<file path="src/rtl/alu_iter.sv">
// alu_iter: multi-cycle ALU (ADD/AND/NOT/SHR/SUB/OR/SHL/MUL) with valid/ready in and out.
// Latency: 1 cycle for simple ops and zero-length shifts, 1+n for shifts, 1+WIDTH for MUL.
// Backpressure: the result is held in DONE until out_ready; no new op is accepted before then.
// Optional feature: define ALU_MUL_EN to build the iterative shift-add multiplier.
module alu_iter #(
    parameter int WIDTH = 16
) (
    input  logic             clk,
    input  logic             rst,
    input  logic             in_valid,
    output logic             in_ready,
    input  logic [2:0]       op,
    input  logic [WIDTH-1:0] a,
    input  logic [WIDTH-1:0] b,
    output logic             out_valid,
    input  logic             out_ready,
    output logic [WIDTH-1:0] z,
    output logic [3:0]       flags
);
    localparam int SAW = $clog2(WIDTH);

    localparam logic [2:0] OP_ADD = 3'b000;
    localparam logic [2:0] OP_AND = 3'b001;
    localparam logic [2:0] OP_NOT = 3'b010;
    localparam logic [2:0] OP_SHR = 3'b011;
    localparam logic [2:0] OP_SUB = 3'b100;
    localparam logic [2:0] OP_OR  = 3'b101;
    localparam logic [2:0] OP_SHL = 3'b110;
    localparam logic [2:0] OP_MUL = 3'b111;

    localparam logic [1:0] S_IDLE = 2'd0;
    localparam logic [1:0] S_EXEC = 2'd1;
    localparam logic [1:0] S_DONE = 2'd2;

    localparam logic [SAW:0] CNT_ONE   = SAW'(1);
    localparam logic [SAW:0] CNT_WIDTH = (SAW+1)'(WIDTH);

    logic [1:0]       state;
    logic [2:0]       op_q;
    // Shift register for shifts; stays constant as the multiplicand for MUL.
    logic [WIDTH-1:0] opa;
    logic [SAW:0]     cnt;

    logic [WIDTH:0]   sum_add;
    logic [WIDTH:0]   sum_sub;
    logic [SAW-1:0]   n;
    logic             fin;
    logic             go_exec;
    logic [WIDTH-1:0] res_z;
    logic             res_c;
    logic             res_v;

    assign sum_add = {1'b0, a} + {1'b0, b};
    assign sum_sub = {1'b0, a} + {1'b0, ~b} + (WIDTH+1)'(1);
    assign n       = b[SAW-1:0];

    assign in_ready  = (state == S_IDLE);
    assign out_valid = (state == S_DONE);

`ifdef ALU_MUL_EN
    // Accumulator holds {partial product, remaining multiplier bits}.
    logic [2*WIDTH-1:0] acc;
    logic [WIDTH:0]     mul_sum;
    logic [2*WIDTH-1:0] acc_nxt;

    assign mul_sum = {1'b0, acc[2*WIDTH-1:WIDTH]} + (acc[0] ? {1'b0, opa} : {(WIDTH+1){1'b0}});
    assign acc_nxt = {mul_sum, acc[WIDTH-1:1]};
`endif

    // Result selection: single-cycle results in IDLE, last iteration step in EXEC.
    always_comb begin
        fin     = 1'b0;
        go_exec = 1'b0;
        res_z   = '0;
        res_c   = 1'b0;
        res_v   = 1'b0;
        case (state)
            S_IDLE: begin
                if (in_valid) begin
                    case (op)
                        OP_ADD: begin
                            fin   = 1'b1;
                            res_z = sum_add[WIDTH-1:0];
                            res_c = sum_add[WIDTH];
                            res_v = (a[WIDTH-1] == b[WIDTH-1]) && (sum_add[WIDTH-1] != a[WIDTH-1]);
                        end
                        OP_SUB: begin
                            fin   = 1'b1;
                            res_z = sum_sub[WIDTH-1:0];
                            res_c = sum_sub[WIDTH];
                            res_v = (a[WIDTH-1] != b[WIDTH-1]) && (sum_sub[WIDTH-1] != a[WIDTH-1]);
                        end
                        OP_AND: begin
                            fin   = 1'b1;
                            res_z = a & b;
                        end
                        OP_OR: begin
                            fin   = 1'b1;
                            res_z = a | b;
                        end
                        OP_NOT: begin
                            fin   = 1'b1;
                            res_z = ~a;
                        end
                        OP_SHR, OP_SHL: begin
                            if (n == '0) begin
                                fin   = 1'b1;
                                res_z = a;
                            end else begin
                                go_exec = 1'b1;
                            end
                        end
                        default: begin
`ifdef ALU_MUL_EN
                            go_exec = 1'b1;
`else
                            // Without the multiplier MUL retires at once with z = 0.
                            fin = 1'b1;
`endif
                        end
                    endcase
                end
            end
            S_EXEC: begin
                fin = (cnt == CNT_ONE);
                case (op_q)
                    OP_SHR: begin
                        res_z = opa >> 1;
                        res_c = opa[0];
                    end
                    OP_SHL: begin
                        res_z = opa << 1;
                        res_c = opa[WIDTH-1];
                    end
`ifdef ALU_MUL_EN
                    OP_MUL: begin
                        res_z = acc_nxt[WIDTH-1:0];
                        res_c = |acc_nxt[2*WIDTH-1:WIDTH];
                    end
`endif
                    default: begin
                        res_z = '0;
                    end
                endcase
            end
            default: begin
                fin = 1'b0;
            end
        endcase
    end

    // Control FSM, iteration datapath and registered result/flags.
    always_ff @(posedge clk or posedge rst) begin
        if (rst) begin
            state <= S_IDLE;
            op_q  <= '0;
            opa   <= '0;
            cnt   <= '0;
            z     <= '0;
            flags <= '0;
`ifdef ALU_MUL_EN
            acc   <= '0;
`endif
        end else begin
            if (fin) begin
                z     <= res_z;
                flags <= {res_c, res_v, res_z[WIDTH-1], ~|res_z};
            end
            case (state)
                S_IDLE: begin
                    if (in_valid) begin
                        op_q  <= op;
                        opa   <= a;
                        cnt   <= (op == OP_MUL) ? CNT_WIDTH : {1'b0, n};
`ifdef ALU_MUL_EN
                        acc   <= {{WIDTH{1'b0}}, b};
`endif
                        state <= go_exec ? S_EXEC : S_DONE;
                    end
                end
                S_EXEC: begin
                    cnt <= cnt - CNT_ONE;
                    if (op_q == OP_SHR) begin
                        opa <= opa >> 1;
                    end else if (op_q == OP_SHL) begin
                        opa <= opa << 1;
                    end
`ifdef ALU_MUL_EN
                    if (op_q == OP_MUL) begin
                        acc <= acc_nxt;
                    end
`endif
                    if (fin) begin
                        state <= S_DONE;
                    end
                end
                S_DONE: begin
                    if (out_ready) begin
                        state <= S_IDLE;
                    end
                end
                default: begin
                    state <= S_IDLE;
                end
            endcase
        end
    end
endmodule

</file>
<file path="config.mk">
export PLATFORM = sky130hd
export DESIGN_NAME = alu_iter
export DESIGN_NICKNAME = d
export VERILOG_FILES = /design/src/rtl/alu_iter.sv
export SDC_FILE = /design/constraint.sdc
export NUM_CORES = 1
export LEC_CHECK = 0
export CELL_PAD_IN_SITES_DETAIL_PLACEMENT = 2
export CELL_PAD_IN_SITES_GLOBAL_PLACEMENT = 2
export CORE_MARGIN = 2
export CORE_UTILIZATION = 31
export CTS_BUF_LIST = sky130_fd_sc_hd__clkbuf_8
export CTS_CLUSTER_DIAMETER = 50
export DETAILED_ROUTE_END_ITERATION = 10
export PLACE_DENSITY = 0.82
export SKIP_CTS_REPAIR_TIMING = 1
export SLEW_MARGIN = 20
export SYNTH_ARGS = -nofsm -noshare
export SYNTH_HDL_FRONTEND = slang
export SYNTH_SLANG_ARGS = --single-unit
</file>
<file path="constraint.sdc">
create_clock -name clk -period 2.2 [get_ports clk]
set_input_delay 0.44 -clock clk [delete_from_list [all_inputs] [get_ports clk]]
set_output_delay 0.44 -clock clk [all_outputs]
set_load 0.02 [all_outputs]
</file>
* Yosys cells after proc, flatten, opt, wreduce, memory -nomap -nowiden *
Cells that the tools add are included.

word-level totals
  logic and storage cells = 79
  register bits = 46
  input port bits = 39
  output and inout port bits = 22

operators by class
  reductions and logical operators = 13
  $add $sub $neg = 4
  eq/ne operators = 20
  bitwise operators = 4
  multiplexer cells = 32

operators with widths
  cell                     number
  $pmux W16 S2             3
  $pmux W16 S6             1
  $mux W16                 5
  $add A16 B16 Y17         2
  $not A16 Y16             2
  $add A17 B1 Y17 const B  1
  $and A16 B16 Y16         1
  $or A16 B16 Y16          1
  $reduce_or A16 Y1        1
  $eq A3 B3 Y1 const B     5
  $mux W1                  10
  $mux W5                  2
  $pmux W1 S2              5
  $pmux W5 S2              1
  $eq A3 B2 Y1 const B     3
  $mux W2                  4
  $pmux W2 S3              1
  $reduce_and A3 Y1        2
  $eq A5 B1 Y1 const B     1
  $sub A5 B1 Y5 const B    1
  $logic_not A4 Y1         1
  $ne A2 B2 Y1 const B     2
  $reduce_and A2 Y1        2
  $eq A3 B1 Y1 const B     1
  other kinds (12)         15

* Longest topological paths before layout *
Gate-level depths: netlist of the first run.

  depth after elaboration = 8
  depth in mapped cells = 13
  gate-level depth less buffers = 13

* Worst setup path before layout of the first run *
Ideal clock, no wire load.

  path kind = in2reg
  start = input port a[0]
  end = register flags[0]
  buffers on the path = 0
  setup time = 122 ps
  path slack = -714 ps
  required time = 2,078 ps
  arrival = 2,792 ps
  cell stages on the path = 13
  cells stage by stage = inv_1 -> ha_1 -> inv_1 -> fa_1 -> nor2b_1 -> o311ai_2 -> nand4_1 -> and3_1 -> o31ai_2 -> mux2i_1 -> o31a_1 -> and4b_1 -> a32o_1

between the ends
  cells in the longest elaborated chain, start to end = 7
  elaborated cells between the ends (all ways) = 12
  those cells by class = add/sub (3); mux (4); bitwise (3); reduce/logical (2)

ends and longest elaborated chain
  element                 line  text
  start: declaration      13    input logic [WIDTH-1:0] a,
  $add A16 B16 Y17        54    assign sum_sub = {1'b0, a} + {1'b0, ~b} + (WIDTH+1)'(1);
  $add A17 B1 Y17         54
  $pmux W16 S6 *          80    case (op)
  $mux W16 *              79    if (in_valid) begin
  $pmux W16 S2 *          77    case (state)
  $reduce_or A16 Y1 *     167   flags <= {res_c, res_v, res_z[WIDTH-1], ~|res_z};
  $logic_not A1 Y1 *      167
  end signal: assignment  167
  end: declaration        18    output logic [3:0] flags

Mark *: on every way between the ends. The rest lies on a longest branch, timed or not.
A chain may end at the register's enable or synchronous reset.

* Worst setup path in the final report of the first run *
Ends and elaborated chain as after synthesis.

==> results of run 1 <==
state kept, by name, summed over array words and instances (netlist names):
signal / count
z: 15
state: 2
flags: 4
cnt: 5
op_q: 3
opa: 16
worst max path at each step:
stage          start       end  slack [ns]  depth (start not counted)
2_1_floorplan   a[0]  flags[0]       -0.56                         13
3_3_place_gp    a[0]  flags[0]       -1.63                         16
3_5_place_dp    a[0]  flags[0]       -2.07                         16
4_1_cts         a[0]  flags[0]       -1.74                         16
5_1_grt         a[0]  flags[0]       -1.21                         16
6_report        a[0]  flags[0]       -1.21                         16
metrics by stage:
stage                     cells  worst slack (ns)  cell area (µm²)  total power (µW)
after detailed placement   1209            -2.072             8009              5462
final                      1247            -1.211             9264              7046
after CTS                  1217            -1.740             8100              6046
after global placement     1209            -1.626             8009              5073
after floorplan             735           -0.5584             5550              3284
after global routing       1247            -1.208             9264              7227
tightest hold or removal path, delay by kind of cell:
kind,cells,cell delay [ns]
buffers and inverters,3,0.80
area by class of cell:
type / instances / area [µm²] / share of cell area, %
well taps: 225 / 281.5 / 3.039
clock buffers: 5 / 68.82 / 0.7428
flip-flops and latches: 45 / 1126 / 12.16
clock inverters: 3 / 22.52 / 0.2431
multi-input cells: 592 / 4855 / 52.40
inverters: 58 / 236.5 / 2.553
repair buffers: 319 / 2674 / 28.86
cell usage in the layout (no fill, tap or decap), types with 7 or more instances in the layout:
cell type,netlist,final
buf_4,2,239
nand2_1,114,112
nor2_1,57,49
a21oi_1,60,46
dfrtp_1,45,45
o21ai_0,52,38
inv_1,57,33
clkdlybuf4s50_1,0,31
ha_1,53,28
inv_2,1,22
ha_4,0,20
buf_6,0,17
dlymetal6s2s_1,0,16
nand3_1,17,14
a21o_1,13,12
a21oi_2,0,11
nor2b_1,14,10
o21ai_1,1,10
a31oi_1,13,9
nor3_1,13,8
a211oi_1,15,8
mux2i_1,8,7
cells by family (layout without fill, tap and decap cells):
group / after synthesis / in the layout / synth area share [%]
AND/OR/NAND/NOR: 277 / 277 / 24.85
flip-flops: 45 / 45 / 20.96
adder cells (fa/ha/maj): 55 / 55 / 13.09
buffers and inverters: 98 / 385 / 7.268
multiplexers: 12 / 12 / 2.329
XOR/XNOR: 5 / 5 / 0.8154
AO/OA/AOI/OAI: 243 / 243 / 30.68
power by group:
group	switching, µW	total [µW]	internal (µW)
Sequential	404	1600	1190
Clock	356	580	224
Combinational	2860	4870	2010
Total	3620	7050	3430
routing by layer:
layer	vias up	track usage [%]	share of wire (%)
li1	3227	-	-
met1	4018	36.27	36
met2	489	63.69	49
met3	225	3.629	6.0
met4	0	16.61	9.0
met5	-	0	0
==> summary.md, run 1 <==
| Metric | Value |
|---|---|
| Status | `complete, but fails checks` |
| Violations in the final reports | `negative setup slack` |
| Tmin final | `3.411 ns` |
| Drt total wl | `41.60 mm` |
| Ys Warns | `0` |
| Peak Freq | `293.2 MHz` |
| Maximum capacitance violations | `0` |
| Req. time, crit path | `2.46 ns` |
| Synthesized area | `5371 µm²` |
| Ys flop type | `dfrtp_1` |
| Hold Slack | `0.5162 ns` |
| # diodes | `0` |
| Hold WC Path Type | `primary input to async pin` |
| RSZ-0062 raised after global routing | `yes` |
| Clock skew | `0.01012 ns` |
| Final Hold Viols | `0` |
| Vias per inst | `6.383` |
| Max incr delay on CP | `0.42 ns` |
| CP Launch Type | `primary input` |
| Relative slew slack | `56.91%` |
| Area grow syn2layout | `72.47%` |
| CTS tree | `done` |
| Reg2reg setup slack | `-0.76 ns` |
| Worst Setup Path Type | `primary input to flop` |
| Placement row count | `48` |
| Filler cells | `1783` |
| Largest cells by area after synthesis | `dfrtp_1, ha_1, nand2_1` |
| Util after Layout | `54.12%` |
| Crit-path max FO | `4` |
| Synth area leader | `dfrtp_1` |
| Routability cong. | `0.9789` |
| Reg clk slew, reported paths | `0.11 ns` |
| Clk_lat worst skew | `0.32 ns` |
| Cell family with most CP delay | `simple AND/OR/NAND/NOR gates` |
| Initial core utilization | `31.38%` |
| Number of global-route vias before repair | `8090` |
| Layout Nets | `1115` |
| CP max-delay cell | `nor4_2` |
| Fin crit share | `155.1%` |
| HPWL after DPL | `25.62 mm` |
| Setup TNS | `-11.06 ns` |
| Initial antenna violation count | `0` |
| Routed Antenna Nets | `0` |
| R2r worst-path depth | `10` |
| Power density over the cells | `760.6 nW/µm²` |
| Post-Synthesis Cells | `735` |
| Die Y | `135.6 µm` |
| Leakage | `0.004281 µW` |
| DIE WIDTH | `135.6 µm` |
| Share of the synthesized area in the top cell type | `20.96%` |
| Worst setup EP type | `flop` |
| GRT Total Usage | `33.39%` |
| Post-synthesis sequential element count | `45` |
| Core area | `17120 µm²` |
| Critical path cell sequence | `buf_6, buf_8, inv_12, ha_4, inv_4, fa_2, nor2b_4, o311ai_4, nand4_1, buf_6, and3_4, nand3b_1, a211oi_4, nand4_1, nor4_2, a32o_1` |
| Worst vdd ir | `0.6241 mV` |
| Port buffer count | `60` |
| Clock sink count | `45` |
| Largest net degree at the start of global routing | `46` |
| CP bufs+invs | `5` |
| CTS root buffer | `clkbuf_8` |
| CTS H-Tree Depth | `2` |
| Setup WS post-layout | `-1.211 ns` |
| WL/cell | `33.36 µm` |
| Number of CTS-inserted buffers | `5` |
| Worst endpoint data arrival time | `3.67 ns` |
| DRT Pass-1 Iters | `5` |
| Crit Reg-Reg Endpoint | `flags[0]` |
| Via count | `7959` |
| Max Slew Vio Count | `0` |
| Share of cells above drive strength 1 | `44.13%` |
| Reg-to-reg startpoint | `op_q[0]` |
| Worst slew pin tran | `0.6447 ns` |
| # setup viols final | `19` |
| Post-Syn Nets | `829` |
| Asr flop ratio synth | `100.0%` |
| Post-synth EDFFs | `0` |
| Most common cell in the netlist | `nand2_1` |
| Synth top cells by count | `nand2_1, a21oi_1, inv_1, nor2_1, ha_1` |
| Die area | `18400 µm²` |
| First-pass GRT wire length | `46.86 mm` |
| DRC violations left | `0` |
| Avg Inst Size Synth | `7.308 µm²` |
| Seq/Total Area, Yosys | `20.96%` |
| Distinct cells, synth | `74` |
| CTS Buffer Depth | `2` |
| GRT overflow | `0` |
| 1st-iter DRT viols | `698` |
| Boundary pin count | `61` |
Power figures use the tool's default switching activity.
==> inputs of run 2 (changes only) <==
--- a/config.mk
+++ b/config.mk
@@ -12,7 +12,7 @@
 export CTS_BUF_LIST = sky130_fd_sc_hd__clkbuf_8
 export CTS_CLUSTER_DIAMETER = 50
 export DETAILED_ROUTE_END_ITERATION = 10
-export PLACE_DENSITY = 0.82
+export PLACE_DENSITY_LB_ADDON = 0.1
 export SKIP_CTS_REPAIR_TIMING = 1
 export SLEW_MARGIN = 20
 export SYNTH_ARGS = -nofsm -noshare
==> summary.md, run 2 <==
| Metric | Value |
|---|---|
| Most common cell in the netlist | `nand2_1` |
| HPWL after DPL | `25.62 mm (about the same)` |
| Pre-CTS setup slack | `-1.978 ns (+0.09427 ns)` |
| Initial antenna violation count | `1` |
| Post-synth EDFFs | `0 (unchanged)` |
| Synth top cells by count | `nand2_1, a21oi_1, inv_1, nor2_1, ha_1` |
| Boundary pin count | `61 (unchanged)` |
| Routability cong. | `0.9378 (-4.2%)` |
| Avg Inst Size Synth | `7.308 µm² (unchanged)` |
| DP Cell Count | `1228 (+1.6%)` |
| Distinct cells, synth | `74 (unchanged)` |
| Post-Synthesis Cells | `735 (unchanged)` |
| Largest net degree at the start of global routing | `32` |
| CTS Buffer Depth | `2 (unchanged)` |
| Largest cells by area after synthesis | `dfrtp_1, ha_1, nand2_1` |
| Worst_ep kind | `register input` |
| Ys flop type | `dfrtp_1` |
| Placement row count | `48 (unchanged)` |
| Worst endpoint, post-GRT repair | `flags[0]$_DFFE_PP0P_/D` |
| Ys Warns | `0 (unchanged)` |
| Share of the synthesized area in the top cell type | `20.96% (unchanged)` |
| CTS H-Tree Depth | `2 (unchanged)` |
| Post-synthesis sequential element count | `45 (unchanged)` |
| Port buffer count | `60 (unchanged)` |
| Synth area leader | `dfrtp_1` |
| Tool Error | `[ERROR DPL-0033] detailed placement checks failed during check placement.` |
| Stopped at | `global routing (5_1_grt)` |
| Number of CTS-inserted buffers | `5 (unchanged)` |
| DIE WIDTH | `135.6 µm (unchanged)` |
| CTS root buffer | `clkbuf_8` |
| Status | `did not finish` |
| Clock sink count | `45 (unchanged)` |
| Post-Syn Nets | `829 (unchanged)` |
| Initial core utilization | `31.38% (unchanged)` |
| Synthesized area | `5371 µm² (unchanged)` |
| Asr flop ratio synth | `100.0% (unchanged)` |
| Seq/Total Area, Yosys | `20.96% (unchanged)` |
| Die Y | `135.6 µm (unchanged)` |
## run 2: cells by family after synthesis
| family | after synthesis | synth area share [%] |
|---|---|---|
| XOR/XNOR | 5 | 0.8154 |
| AO/OA/AOI/OAI | 243 | 30.68 |
| adder cells (fa/ha/maj) | 55 | 13.09 |
| flip-flops | 45 | 20.96 |
| AND/OR/NAND/NOR | 277 | 24.85 |
| buffers and inverters | 98 | 7.268 |
| multiplexers | 12 | 2.329 |
## run 2: through the flow
| stage | cell area [µm²] | hold WS [ns] | setup TNS (ns) |
|---|---|---|---|
| floorplan | 5550 | 0.4553 | -2.714 |
| global placement | 8164 | 0.4659 | -22.18 |
| detailed placement | 8164 | 0.4889 | -25.29 |
| CTS | 8254 | 0.4052 | -18.03 |
==> inputs of run 3 (changes only) <==
==> config.mk (replaced) <==
export PLATFORM = sky130hd
export DESIGN_NAME = alu_iter
export DESIGN_NICKNAME = d
export VERILOG_FILES = /design/src/rtl/alu_iter.sv
export SDC_FILE = /design/constraint.sdc
export NUM_CORES = 1
export LEC_CHECK = 0
export CORE_MARGIN = 2
export CORE_UTILIZATION = 40
export DETAILED_ROUTE_END_ITERATION = 10
export PLACE_DENSITY_LB_ADDON = 0.15
export SKIP_CTS_REPAIR_TIMING = 1
export SLEW_MARGIN = 20
export SYNTH_ARGS = -nofsm -noshare
export SYNTH_HDL_FRONTEND = slang
export SYNTH_SLANG_ARGS = --single-unit
==> constraint.sdc (replaced) <==
create_clock -name clk -period 2.9 [get_ports clk]
set_input_delay 0.58 -clock clk [delete_from_list [all_inputs] [get_ports clk]]
set_output_delay 0.58 -clock clk [all_outputs]
set_load 0.02 [all_outputs]
==> summary.md, run 3 (synthesis results as in run 1) <==
| Metric | Value |
|---|---|
| Largest net degree at the start of global routing | `32` |
| Status | `complete, but fails checks` |
| Fin area | `8720 µm²` |
| DP Cell Count | `1123 (-8.6%)` |
| Area grow syn2layout | `62.33%` |
| CP max-delay cell | `clkdlybuf4s50_1` |
| Die area | `14370 µm²` |
| # diodes | `0` |
| Worst Setup Path Type | `primary input to flop` |
| Setup WS post-layout | `-0.2205 ns` |
| RSZ-0062 raised after global routing | `yes` |
| Maximum capacitance violations | `0` |
| GRT Total Usage | `29.19%` |
| CTS root buffer | `clkbuf_16` |
| Psw | `1998 µW` |
| Final Hold Viols | `0` |
| Number of global-route vias before repair | `6240` |
| Post-DP Area | `7535 µm² (-7.7%)` |
| Max incr delay on CP | `0.55 ns` |
| Fin crit share | `107.6%` |
| DRT Pass-1 Iters | `5` |
| Pre-CTS setup slack | `-1.308 ns (+0.6695 ns)` |
| Drt total wl | `21.96 mm` |
| Worst path most repeated cell | `nor4_2` |
| Critical path cell sequence | `clkdlybuf4s50_1, buf_4, and3_1, a211o_1, o21ai_1, a31oi_1, nor4_2, nand4_1, nor4_2, a32o_1` |
| Number of CTS-inserted buffers | `5 (unchanged)` |
| Share of cells above drive strength 1 | `37.50%` |
| Peak Freq | `320.5 MHz` |
| Setup TNS | `-0.4861 ns` |
| Worst vdd ir | `0.5193 mV` |
| WL/cell | `18.93 µm` |
| Filler cells | `1096` |
| Boundary pin count | `61 (unchanged)` |
| Top Registers | `opa (16), z (15), cnt (5)` |
| Crit-path max FO | `7` |
| Die Y | `119.9 µm (-12%)` |
| CTS H-Tree Depth | `2 (unchanged)` |
| Layout Nets | `1077` |
| Cell internal pwr | `2531 µW` |
| Leakage | `0.004060 µW` |
| Clock sink count | `45 (unchanged)` |
| First-pass GRT wire length | `32.95 mm` |
| Vias per inst | `5.774` |
| Max Slew Vio Count | `0` |
| CTS tree | `done` |
| Initial antenna violation count | `0` |
| Worst setup EP type | `flop` |
| Clock network power share | `13.6%` |
| Hold WC Path Type | `flop to flop` |
| Max reg flops | `16` |
| Reg clk slew, reported paths | `0.06 ns` |
| DRC violations left | `0` |
| Clk_lat worst skew | `0.29 ns` |
| CP bufs+invs | `2` |
| Multi-input gate area | `4622 µm²` |
| Initial core utilization | `40.72% (+9.3 points)` |
| Violations in the final reports | `negative setup slack` |
| Worst slew pin tran | `0.5506 ns` |
| Via count | `6698` |
| GRT overflow | `0` |
| Clock skew | `0.003287 ns` |
| Routed Antenna Nets | `0` |
| Reg area | `1126 µm²` |
| Power density over the cells | `519.4 nW/µm²` |
| Most flops, register | `opa` |
| Core area | `13190 µm²` |
| Commonest non-fill, non-tap cell in the layout | `buf_4` |
| Placement row count | `42 (-13%)` |
| Most frequent cells in the layout | `buf_4, nand2_1, nor2_1` |
| Cell family with most CP delay | `simple AND/OR/NAND/NOR gates` |
| Fin cells | `1160` |
| Net Sw Frac | `44.12%` |
| Comb pwr share | `59.8%` |
| CP Launch Type | `primary input` |
| Worst endpoint data arrival time | `3.35 ns` |
| DIE WIDTH | `119.9 µm (-12%)` |
| Req. time, crit path | `3.13 ns` |
| Relative slew slack | `63.21%` |
| HPWL after DPL | `17.15 mm (-33%)` |
| Routability cong. | `0.9466 (+0.94%)` |
| # setup viols final | `4` |
| Port buffer count | `60 (unchanged)` |
| CTS Buffer Depth | `2 (unchanged)` |
| 1st-iter DRT viols | `577` |
| Seq pwr share | `26.6%` |
| Tmin final | `3.121 ns` |
==> run 3: power by group through the flow <==
stage	Combinational [µW]	Sequential, µW	Clock (µW)
floorplan	1220	1240	0
CTS	2410	1190	616
global route	2930	1250	649
finish	2710	1210	614
global placement	2360	1180	0
detailed placement	2400	1200	0
==> run 3: worst min-delay path, delay by kind of cell (launching register included) <==
kind | cells | cell delay [ns]
AND/OR/NAND/NOR | 1 | 0.04
AO/OA/AOI/OAI | 1 | 0.06
flip-flops | 1 | 0.34
==> run 3: path summary, 6_finish.rpt <==
check / start / endpoint / slack [ns] / cells past startpoint
min reg2reg: z[10] / z[10] / 0.48 / 2
min: z[10] / z[10] / 0.48 / 2
max reg2reg: op_q[2] / flags[0] / 0.31 / 9
max: op[1] / flags[0] / -0.22 / 10
max in group asynchronous: rst / opa[15] / 1.61 / 3
min in group asynchronous: rst / state[0] / 0.60 / 2
==> run 3: layout make-up <==
cell class              count  share of cell area (%)
inverters                  58                   2.612
well taps                 176                   2.525
multi-input cells         592                   53.01
repair buffers            281                   27.13
clock inverters             1                 0.05740
clock buffers               7                   1.751
flip-flops and latches     45                   12.91
==> run 3: per-stage QoR <==
stage / utilization, % / hold WS (ns) / power [µW]
final: 66.11 / 0.4808 / 4529
after global routing: 66.11 / 0.5030 / 4826
after CTS: 58.32 / 0.4873 / 4220
after detailed placement: 57.12 / 0.4743 / 3594
after global placement: 57.12 / 0.4631 / 3541
after floorplan: - / 0.4553 / 2464
==> run 3: layer usage <==
metal / track usage [%] / wire, µm / share of wire (%) / vias up
met3: 4.515 / 1302 / 5.9 / 41
met1: 38.20 / 9205 / 42 / 3243
met2: 49.64 / 10920 / 50 / 256
met4: 8.676 / 537 / 2.4 / 0
met5: 0 / 0 / 0 / -
li1: - / - / - / 3158
==> inputs of run 4 (changes only) <==
--- a/config.mk
+++ b/config.mk
@@ -10,6 +10,7 @@
 export DETAILED_ROUTE_END_ITERATION = 10
 export PLACE_DENSITY_LB_ADDON = 0.15
 export SKIP_CTS_REPAIR_TIMING = 1
+export SKIP_LAST_GASP = 1
 export SLEW_MARGIN = 20
 export SYNTH_ARGS = -nofsm -noshare
 export SYNTH_HDL_FRONTEND = slang
==> summary.md, run 4 (synthesis results as in run 1) <==
| Metric | Value |
|---|---|
| Number of CTS-inserted buffers | `5 (unchanged)` |
| CTS H-Tree Depth | `2 (unchanged)` |
| Worst Setup Path Type | `primary input to flop` |
| Initial antenna violation count | `0 (unchanged)` |
| Vias per inst | `5.780 (+0.10%)` |
| Port buffer count | `60 (unchanged)` |
| Max incr delay on CP | `0.63 ns (+0.08 ns)` |
| RSZ-0062 raised after global routing | `yes` |
| Critical path cell sequence | `clkdlybuf4s50_1, nand2b_1, a211oi_1, a211o_1, o21ai_1, a31oi_1, nor4_2, nand4_1, nor4_2, a32o_1` |
| Share of cells above drive strength 1 | `37.20% (-0.30 points)` |
| Hold WC Path Type | `flop to flop` |
| Worst vdd ir | `0.5184 mV (-0.16%)` |
| 1st-iter DRT viols | `627 (+8.7%)` |
| Worst setup EP type | `flop` |
| Hold Slack | `0.4807 ns (-0.00008800 ns)` |
| Hold Crit Start | `z[10]` |
| Via count | `6705 (+0.10%)` |
| Relative slew slack | `61.77% (-1.4 points)` |
| Final Power | `4529 µW (about the same)` |
| Top Registers | `opa (16), z (15), cnt (5)` |
| Boundary pin count | `61 (unchanged)` |
| Worst endpoint data arrival time | `3.39 ns (+0.04 ns)` |
| DP Cell Count | `1123 (unchanged)` |
| Hold path cells | `2 (unchanged)` |
| Layout Nets | `1077 (unchanged)` |
| DRT Pass-1 Iters | `6 (+1)` |
| Reg2reg setup slack | `0.28 ns (-0.03 ns)` |
| Drt total wl | `22.00 mm (+0.15%)` |
| Final Hold Viols | `0 (unchanged)` |
| GRT Total Usage | `29.19% (unchanged)` |
| Peak Freq | `316.0 MHz (-1.4%)` |
| Violations in the final reports | `negative setup slack` |
| Number of global-route vias before repair | `6240 (unchanged)` |
| Hold Path End | `z[10]` |
| Worst slew pin tran | `0.5721 ns (+0.02152 ns)` |
| Clock sink count | `45 (unchanged)` |
| Crit Reg-Reg Endpoint | `flags[0]` |
| Crit-path max FO | `7 (unchanged)` |
| Maximum capacitance violations | `0 (unchanged)` |
| Initial core utilization | `40.72% (unchanged)` |
| # setup viols final | `4 (unchanged)` |
| Fin crit share | `109.1% (+1.5 points)` |
| Commonest non-fill, non-tap cell in the layout | `buf_4` |
| Routability cong. | `0.9466 (unchanged)` |
| Pre-CTS setup slack | `-1.308 ns (unchanged)` |
| Placement row count | `42 (unchanged)` |
| First-pass GRT wire length | `32.95 mm (unchanged)` |
| CTS Buffer Depth | `2 (unchanged)` |
| Status | `complete, but fails checks` |
| R2r worst-path depth | `10 (+1)` |
| Req. time, crit path | `3.13 ns (about the same)` |
| DIE WIDTH | `119.9 µm (unchanged)` |
| Largest net degree at the start of global routing | `32 (unchanged)` |
| Die area | `14370 µm² (unchanged)` |
| Power density over the cells | `519.8 nW/µm² (about the same)` |
| Leakage | `0.004073 µW (+0.34%)` |
| Max Slew Vio Count | `0 (unchanged)` |
| Fin cells | `1160 (unchanged)` |
| Core area | `13190 µm² (unchanged)` |
| DRC violations left | `0 (unchanged)` |
| # diodes | `0 (unchanged)` |
| CP max-delay cell | `clkdlybuf4s50_1` |
| CTS tree | `done` |
| Area grow syn2layout | `62.24% (about the same)` |
| Worst path most repeated cell | `nor4_2` |
| Setup WS post-layout | `-0.2650 ns (-0.04444 ns)` |
| Tmin final | `3.165 ns (+0.04444 ns)` |
| Max reg flops | `16 (unchanged)` |
| WL/cell | `18.96 µm (+0.15%)` |
| CTS root buffer | `clkbuf_16` |
| CP Launch Type | `primary input` |
| GRT overflow | `0 (unchanged)` |
| Clock skew | `0.003227 ns (-0.00006014 ns)` |
| Most flops, register | `opa` |
| Most frequent cells in the layout | `buf_4, nand2_1, nor2_1` |
| Reg clk slew, reported paths | `0.06 ns (about the same)` |
| Routed Antenna Nets | `0 (unchanged)` |
| Reg-to-reg startpoint | `op_q[0]` |
| Die Y | `119.9 µm (unchanged)` |
| Clk_lat worst skew | `0.29 ns (about the same)` |
| HPWL after DPL | `17.15 mm (unchanged)` |
[run 4: changes by cell type in the layout (fill, tap and decap cells not counted)]
cell            change
clkbuf_2            -2
ha_4                -1
nand2b_1            +1
nand2b_2            -1
dlymetal6s2s_1      +2
buf_4               +1
buf_8               -1
o21ai_0             +2
o21ai_1             -2
ha_2                +1
[run 4: layer usage]
layer / part of all wire (%) / wire, µm / up-vias / GRT usage [%]
met5: 0 / 0 / - / 0
met4: 2.3 / 501 / 0 / 8.676
met3: 6.9 / 1511 / 40 / 4.515
met2: 50 / 10920 / 275 / 49.64
met1: 41 / 9066 / 3238 / 38.20
li1: - / - / 3152 / -
[run 4: critical path: cells and delay by family]
| kind | cells | cell delay (ns) |
|---|---|---|
| AND/OR/NAND/NOR | 4 | 1.15 |
| buffers and inverters | 1 | 0.63 |
| AO/OA/AOI/OAI | 5 | 1.04 |
[run 4: power breakdown]
group | switching, µW | internal, µW
Sequential | 302 | 908
Clock | 246 | 365
Combinational | 1450 | 1260
[run 4: layout make-up]
cell class | instances | area (µm²)
Timing Repair Buffer | 281 | 2374
Inverter | 58 | 227.7
Fill cell | 1099 | 4476
Multi-Input combinational cell | 592 | 4609
Sequential cell | 45 | 1126
Tap cell | 176 | 220.2
Clock inverter | 1 | 5.005
Clock buffer | 7 | 152.6
[run 4: how the worst max path moves through the flow]
stage | startpoint | slack [ns] | cells after the start | end
after global routing | a[0] | -0.35 | 14 | flags[0]
final | op[1] | -0.26 | 10 | flags[0]
after CTS | a[5] | -1.03 | 12 | flags[0]
after detailed placement | a[5] | -1.31 | 12 | flags[0]
after global placement | a[5] | -1.13 | 12 | flags[0]
after floorplan | a[0] | -0.03 | 13 | flags[0]
[run 4: through the flow]
| stage | setup TNS (ns) | cell area (µm²) | utilization [%] |
|---|---|---|---|
| final | -0.5482 | 8715 | 66.07 |
| after global routing | -1.081 | 8715 | 66.07 |
| after CTS | -7.759 | 7692 | 58.32 |
| after detailed placement | -12.47 | 7535 | 57.12 |
| after global placement | -11.76 | 7535 | 57.12 |
| after floorplan | -0.02577 | 5421 | - |
